File: src/rtl/gmii_rx_deframer_pkg.sv
// gmii_rx_deframer_pkg
//   Shared definitions for the GMII receive deframer: FSM state type,
//   preamble/SFD byte values, CRC-32 polynomial/init/residue, the depth of
//   the FCS-stripping delay line, and the end-of-frame status record.
package gmii_rx_deframer_pkg;

  typedef enum logic [1:0] {
    ST_DROP     = 2'd0,
    ST_IDLE     = 2'd1,
    ST_PREAMBLE = 2'd2,
    ST_DATA     = 2'd3
  } rx_state_t;

  localparam logic [7:0]  PREAMBLE_BYTE = 8'h55;
  localparam logic [7:0]  SFD_BYTE      = 8'hD5;

  // Reflected IEEE 802.3 polynomial; the register is not inverted on output,
  // so running it across payload + FCS leaves the fixed residue below.
  localparam logic [31:0] CRC_POLY      = 32'hEDB8_8320;
  localparam logic [31:0] CRC_INIT      = 32'hFFFF_FFFF;
  localparam logic [31:0] CRC_RESIDUE   = 32'hDEBB_20E3;

  // Four FCS bytes plus the byte being released.
  localparam int          DLY_DEPTH     = 5;

  typedef struct packed {
    logic        crc_err;
    logic        phy_err;
    logic        len_err;
    logic [15:0] len;
  } rx_status_t;

endpackage

File: src/rtl/gmii_rx_deframer_crc32_d8.sv
// crc32_d8
//   Combinational byte-wide CRC-32 update (reflected, LSB first).
//   Ports:
//     crc_in  [31:0]  current CRC register
//     data    [7:0]   byte being absorbed
//     crc_out [31:0]  CRC register after absorbing data
module crc32_d8
  import gmii_rx_deframer_pkg::*;
(
  input  logic [31:0] crc_in,
  input  logic [7:0]  data,
  output logic [31:0] crc_out
);

  function automatic logic [31:0] crc_step(input logic [31:0] c, input logic [7:0] d);
    logic [31:0] r;
    r = c ^ {24'h0, d};
    for (int i = 0; i < 8; i++)
      r = r[0] ? ((r >> 1) ^ CRC_POLY) : (r >> 1);
    return r;
  endfunction

  assign crc_out = crc_step(crc_in, data);

endmodule

File: src/rtl/gmii_rx_deframer.sv
// gmii_rx_deframer
//   Strips preamble/SFD and FCS from a GMII receive stream, checks CRC-32,
//   length and PHY error, and emits the payload as a byte stream with
//   sof/eof framing and end-of-frame status. No backpressure.
//   Parameters:
//     MIN_LEN / MAX_LEN  legal frame length range (bytes after SFD, FCS incl.)
//   Ports:
//     clk, reset                        GMII rx clock, async active-high reset
//     gmii_rxd/gmii_rxdv/gmii_rxer      GMII receive inputs
//     rx_data/rx_valid/rx_sof/rx_eof    payload stream
//     rx_crc_err/rx_phy_err/rx_len_err  frame status, valid with rx_eof
//     rx_len                            frame length incl. FCS, saturating
//     rx_drop                           pulse when a frame is discarded unseen
//     cnt_good/cnt_bad                  wrapping frame counters
module gmii_rx_deframer
  import gmii_rx_deframer_pkg::*;
#(
  parameter int MIN_LEN = 64,
  parameter int MAX_LEN = 1522
) (
  input  logic        clk,
  input  logic        reset,
  input  logic [7:0]  gmii_rxd,
  input  logic        gmii_rxdv,
  input  logic        gmii_rxer,
  output logic [7:0]  rx_data,
  output logic        rx_valid,
  output logic        rx_sof,
  output logic        rx_eof,
  output logic        rx_crc_err,
  output logic        rx_phy_err,
  output logic        rx_len_err,
  output logic [15:0] rx_len,
  output logic        rx_drop,
  output logic [31:0] cnt_good,
  output logic [31:0] cnt_bad
);

  localparam logic [15:0] MIN_L = 16'(MIN_LEN);
  localparam logic [15:0] MAX_L = 16'(MAX_LEN);
  localparam logic [15:0] DLY_L = 16'(DLY_DEPTH);

  logic [7:0]  rxd_q;
  logic        rxdv_q;
  logic        rxer_q;

  rx_state_t   state;
  logic [31:0] crc;
  logic [31:0] crc_next;
  logic [15:0] len;
  logic        phy_err;
  logic [DLY_DEPTH-1:0][7:0] dly;   // dly[0] newest, dly[DLY_DEPTH-1] oldest
  rx_status_t  st;
  logic        frame_bad;

  // Input capture register is deliberately outside reset: it keeps tracking
  // the wire during reset, so the DROP state sees the true rxdv on the first
  // cycle after release and a frame in flight is skipped without a drop pulse.
  always_ff @(posedge clk) begin
    rxd_q  <= gmii_rxd;
    rxdv_q <= gmii_rxdv;
    rxer_q <= gmii_rxer;
  end

  crc32_d8 u_crc (
    .crc_in  (crc),
    .data    (rxd_q),
    .crc_out (crc_next)
  );

  always_comb begin
    st.crc_err = (crc != CRC_RESIDUE);
    st.phy_err = phy_err;
    st.len_err = (len < MIN_L) || (len > MAX_L);
    st.len     = len;
    frame_bad  = st.crc_err | st.phy_err | st.len_err;
  end

  always_ff @(posedge clk or posedge reset) begin
    if (reset) begin
      state      <= ST_DROP;
      crc        <= '0;
      len        <= '0;
      phy_err    <= 1'b0;
      dly        <= '0;
      rx_data    <= '0;
      rx_valid   <= 1'b0;
      rx_sof     <= 1'b0;
      rx_eof     <= 1'b0;
      rx_crc_err <= 1'b0;
      rx_phy_err <= 1'b0;
      rx_len_err <= 1'b0;
      rx_len     <= '0;
      rx_drop    <= 1'b0;
      cnt_good   <= '0;
      cnt_bad    <= '0;
    end else begin
      rx_data    <= '0;
      rx_valid   <= 1'b0;
      rx_sof     <= 1'b0;
      rx_eof     <= 1'b0;
      rx_crc_err <= 1'b0;
      rx_phy_err <= 1'b0;
      rx_len_err <= 1'b0;
      rx_len     <= '0;
      rx_drop    <= 1'b0;

      case (state)
        ST_DROP: begin
          if (!rxdv_q) state <= ST_IDLE;
        end

        ST_IDLE, ST_PREAMBLE: begin
          if (!rxdv_q) begin
            state <= ST_IDLE;
          end else if (rxd_q == PREAMBLE_BYTE) begin
            state <= ST_PREAMBLE;
          end else if (rxd_q == SFD_BYTE) begin
            state   <= ST_DATA;
            crc     <= CRC_INIT;
            len     <= '0;
            phy_err <= 1'b0;
          end else begin
            state   <= ST_DROP;
            rx_drop <= 1'b1;
            cnt_bad <= cnt_bad + 32'd1;
          end
        end

        ST_DATA: begin
          if (rxdv_q) begin
            dly     <= {dly[DLY_DEPTH-2:0], rxd_q};
            crc     <= crc_next;
            len     <= (len == 16'hFFFF) ? len : len + 16'd1;
            phy_err <= phy_err | rxer_q;
            // Once the line is full, the oldest byte can no longer be FCS.
            if (len >= DLY_L) begin
              rx_valid <= 1'b1;
              rx_data  <= dly[DLY_DEPTH-1];
              rx_sof   <= (len == DLY_L);
            end
          end else begin
            state <= ST_IDLE;
            if (len >= DLY_L) begin
              // The last non-FCS byte is still the oldest entry.
              rx_valid   <= 1'b1;
              rx_data    <= dly[DLY_DEPTH-1];
              rx_sof     <= (len == DLY_L);
              rx_eof     <= 1'b1;
              rx_crc_err <= st.crc_err;
              rx_phy_err <= st.phy_err;
              rx_len_err <= st.len_err;
              rx_len     <= st.len;
              if (frame_bad) cnt_bad  <= cnt_bad + 32'd1;
              else           cnt_good <= cnt_good + 32'd1;
            end else begin
              rx_drop <= 1'b1;
              cnt_bad <= cnt_bad + 32'd1;
            end
          end
        end

        default: state <= ST_DROP;
      endcase
    end
  end

endmodule

File: config.mk
export PLATFORM = sky130hd
export DESIGN_NAME = gmii_rx_deframer
export DESIGN_NICKNAME = d
export VERILOG_FILES = /design/src/rtl/gmii_rx_deframer_pkg.sv /design/src/rtl/gmii_rx_deframer_crc32_d8.sv /design/src/rtl/gmii_rx_deframer.sv
export SDC_FILE = /design/constraint.sdc
export NUM_CORES = 1
export LEC_CHECK = 0
export CORE_MARGIN = 3
export CORE_UTILIZATION = 30
export CTS_CLUSTER_DIAMETER = 30
export CTS_CLUSTER_SIZE = 10
export DETAILED_ROUTE_END_ITERATION = 10
export RECOVER_POWER = 100
export SYNTH_ARGS = -nofsm -noshare
export SYNTH_HDL_FRONTEND = slang
export SYNTH_SLANG_ARGS = --single-unit
File: constraint.sdc
create_clock -name clk -period 18.4 [get_ports clk]
set_clock_uncertainty 0.05 [all_clocks]
set_input_delay 3.68 -clock clk [delete_from_list [all_inputs] [get_ports clk]]
set_output_delay 3.68 -clock clk [all_outputs]
set_load 0.05 [all_outputs]
==> flow_summary.yaml <==
placed_design:
  routability_congestion_estimate_from_global_placement: 0.789
  dp_hpwl_mm: 13.0
  placement.io_buffers: 106
  place_area_sq_um: 10200
power:
  total_leakage_power_nw: 5.18
  p_sw_frac: 0.284
  combinational_fraction_of_design_power: 0.140
  vdd_ir_drop_max_uv: 71.4
  p_clk_frac: 0.392
  int_pwr_w: 0.000707
  p_per_area_nw_per_um2: 91.7
  seq_pwr_share: 0.468
  power.switching_w: 0.000281
critical_path:
  worstReg2RegStart: "rxd_q[6]"
  crit_path_end_kind: "asynchronous set/reset pin"
  worst-endpoint-required_ns: 18.76
  reg2reg_depth: 6
  worstSetupStartpointType: "primary input"
  category_of_the_critical_setup_timing_path: "primary input to asynchronous set/reset pin"
  r2r_setup_slack_ns: 13.44
  regToRegEndpoint: "len[1]"
  critical_path.max_fanout: 105
  cp_data_arrival_time_ns: 7.99
clock_network:
  cts-htree-levels: 4
  clock_tree.root_cell: "sky130_fd_sc_hd__clkbuf_16"
  number_of_gates_resized_after_cts: 0
  cts-root-to-sink-buffers: 2
  cts.reportedPaths.clkPinSlew_ns: 0.07
  clock_tree_from_tritoncts: "done"
  cts_sinks: 196
  cts_inserted_buffers: 17
  clock_latency_ns: 0.44
  cts-hold-fix-buffers: 0
  postCtsSetupRepairBufs: 0
yosys:
  synthesis.area_sq_um: 8770
  ys_warn_count: 0
  syn-instance-count: 761
  edff_count_synth: 0
  synth_sequential_area_ratio: 0.554
  synth_cell_types: 52
  synth-main-ff-cell: "sky130_fd_sc_hd__dfrtp_1"
  ys_seq_elements: 196
  yosys.area.top_type_share: 0.531
  synth.largest_area_cell: "sky130_fd_sc_hd__dfrtp_1"
  ys_top_cells_by_area: "sky130_fd_sc_hd__dfrtp_1, sky130_fd_sc_hd__xnor2_1, sky130_fd_sc_hd__xor2_1, sky130_fd_sc_hd__mux2_2, sky130_fd_sc_hd__dfxtp_1"
  syn_avg_cell_area_sq_um: 11.5
  synth-async-reset-ratio: 0.949
  syn_nets: 780
routing:
  detail_route.vias_per_cell: 4.74
  detail_route.iter0.violations: 284
  routedWlPerCell_um: 15.0
  via_count: 5931
  drt-pass1-iter-count: 4
  drcViolationCount: 0
  drt_wl_total_mm: 18.8
  detail-route-antenna-nets: 0
worst_hold_path:
  worstHoldPathType: "flop to flop"
  timing.hold.worst_path_depth: 1
  hold_path_end: "cnt_good[31]"
  holdCritStartpoint: "cnt_good[31]"
floorplan:
  floorplan.core_area_sq_um: 28300
  die_width_um: 177
  boundaryPins: 107
  std_cell_rows: 61
  floorplan.die.height_um: 177
  die_footprint_sq_um: 31300
  initial_core_util: 0.310
sta:
  worst-slew-pin-transition_ns: 4.56
  maxSlewHeadroom: -2.06
  post-route-min-period_ns: 7.63
  grt_setup_unrepaired: "false"
  maxClockFrequency_mhz: 131
  finalHoldViolCount: 0
  drv_slew: 200
  timing.final.setup_violations: 0
  setup_total_negative_slack_ns: 0
  fin_crit_sh: 0.415
cells_and_area:
  layout_cells_sized_above_1: 0.0973
  multiInputGateArea_sq_um: 3680
  layout.area.seq_sq_um: 4850
  final_util: 0.380
  nFillCells: 2722
  finish.instance_area_sq_um: 10800
  diodes: 0
  area_growth_syn_to_layout_pct: 22.8
  design.final.nets: 880
job:
  cap_viol_max_count: 3
global_routing:
  gr-total-overflow: 0
  first_global_vias: 5758
  grt_use_total: 0.125
  grt_start_max_net_pins: 106
  antenna_violations_before_repair: 1
  grt_first_pass_wirelength_mm: 31.3
outcome:
  result_of_the_run: "finished, violations left"
  failed_checks: "max-capacitance violations, max-slew violations"
per-stage QoR:
stage	instances	setup slack [ns]	hold WS, ns	total power, W
2_1_floorplan	761	9.61	0.393	0.000573
3_3_place_gp	1220	12.46	0.409	0.000612
3_5_place_dp	1220	12.44	0.411	0.000613
4_1_cts	1252	12.89	0.422	0.00100
5_1_grt	1252	9.85	0.445	0.00103
6_report	1252	10.77	0.413	0.000988
Yosys cell counts, types with 3 or more instances:
cell type and count:
sky130_fd_sc_hd__nor4_2 4, sky130_fd_sc_hd__xnor2_1 76, sky130_fd_sc_hd__dfxtp_1 10, sky130_fd_sc_hd__nor2b_1 7, sky130_fd_sc_hd__and2_1 28, sky130_fd_sc_hd__nor4_1 11
sky130_fd_sc_hd__nor2_1 52, sky130_fd_sc_hd__nand2_1 34, sky130_fd_sc_hd__o21ai_0 5, sky130_fd_sc_hd__nand4b_1 3, sky130_fd_sc_hd__nand2b_1 3, sky130_fd_sc_hd__inv_1 15
sky130_fd_sc_hd__and3_1 21, sky130_fd_sc_hd__nor3_1 21, sky130_fd_sc_hd__a31oi_1 5, sky130_fd_sc_hd__dfrtp_1 186, sky130_fd_sc_hd__o22a_1 5, sky130_fd_sc_hd__nor4b_1 4
sky130_fd_sc_hd__mux2_2 42, sky130_fd_sc_hd__and4_1 9, sky130_fd_sc_hd__nand3_1 29, sky130_fd_sc_hd__or3_1 5, sky130_fd_sc_hd__nand4_1 24, sky130_fd_sc_hd__clkbuf_1 26
sky130_fd_sc_hd__ha_1 7, sky130_fd_sc_hd__a21oi_1 29, sky130_fd_sc_hd__nor3_2 5, sky130_fd_sc_hd__xor2_1 65
state kept, by name, summed over array words and instances, names as in the netlist, 2 cells and up:
register / flops
crc: 32
len: 16
cnt_good: 32
rxd_q: 8
rx_data: 8
rx_len: 16
dly: 40
state: 2
cnt_bad: 32
layer usage:
layer  GRT usage  part of all wire  vias up
met5           0           0.00037        -
met4      0.0331             0.010        2
met3      0.0268             0.045       19
met2       0.196              0.47      126
met1       0.175              0.47     2943
li1            -                 -     2841
power groups by stage:
stage	sequential [W]	combinational [W]	clock, W
finish	0.000463	0.000138	0.000387
global route	0.000465	0.000150	0.000418
CTS	0.000463	0.000143	0.000398
detailed placement	0.000471	0.000142	0
global placement	0.000471	0.000141	0
floorplan	0.000489	0.0000835	0
cell type report:
cell class              count  area share
clock buffers              17      0.0395
clock inverters            15      0.0175
inverters                  15     0.00534
multi-input cells         519       0.341
flip-flops and latches    196       0.451
well taps                 378      0.0439
repair buffers            112       0.102
critical path: stages:
cell and delay, ns:
sky130_fd_sc_hd__dlygate4sd3_1 0.55, sky130_fd_sc_hd__clkinvlp_2 2.55, sky130_fd_sc_hd__buf_4 1.11
layout by cell type (no fill, tap or decap), drive strengths merged, types with 15 or more instances in the layout:
cell type | Yosys | final
a21oi | 29 | 29
and2 | 28 | 28
and3 | 21 | 21
clkbuf | 26 | 20
dfrtp | 186 | 186
dlygate4sd3 | 0 | 106
inv | 15 | 22
mux2 | 42 | 42
nand2 | 34 | 34
nand3 | 29 | 29
nand4 | 24 | 24
nor2 | 52 | 52
nor3 | 26 | 26
nor4 | 15 | 15
xnor2 | 77 | 77
xor2 | 65 | 65
worst max path at each step:
stage	start	to	cells past startpoint
after floorplan	reset	cnt_bad[0]	1
after global placement	reset	cnt_bad[20]	3
after detailed placement	reset	cnt_bad[19]	3
after CTS	cnt_good[2]	cnt_good[2]	1
after global routing	reset	rx_drop	3
final	reset	rx_len[6]	3
cell families (layout without fill, tap and decap cells):
kind of cell,after synthesis,count (layout),share of synthesized area
muxes,42,42,0.0539
adders and majority gates,7,7,0.00999
and+or+nand+nor,269,269,0.174
DFF,196,196,0.554
buffers and inverters,46,159,0.0217
xor gates and xnor gates,142,142,0.143
AOI/OAI and AO/OA,59,59,0.0442
Power figures use the tool's default switching activity.
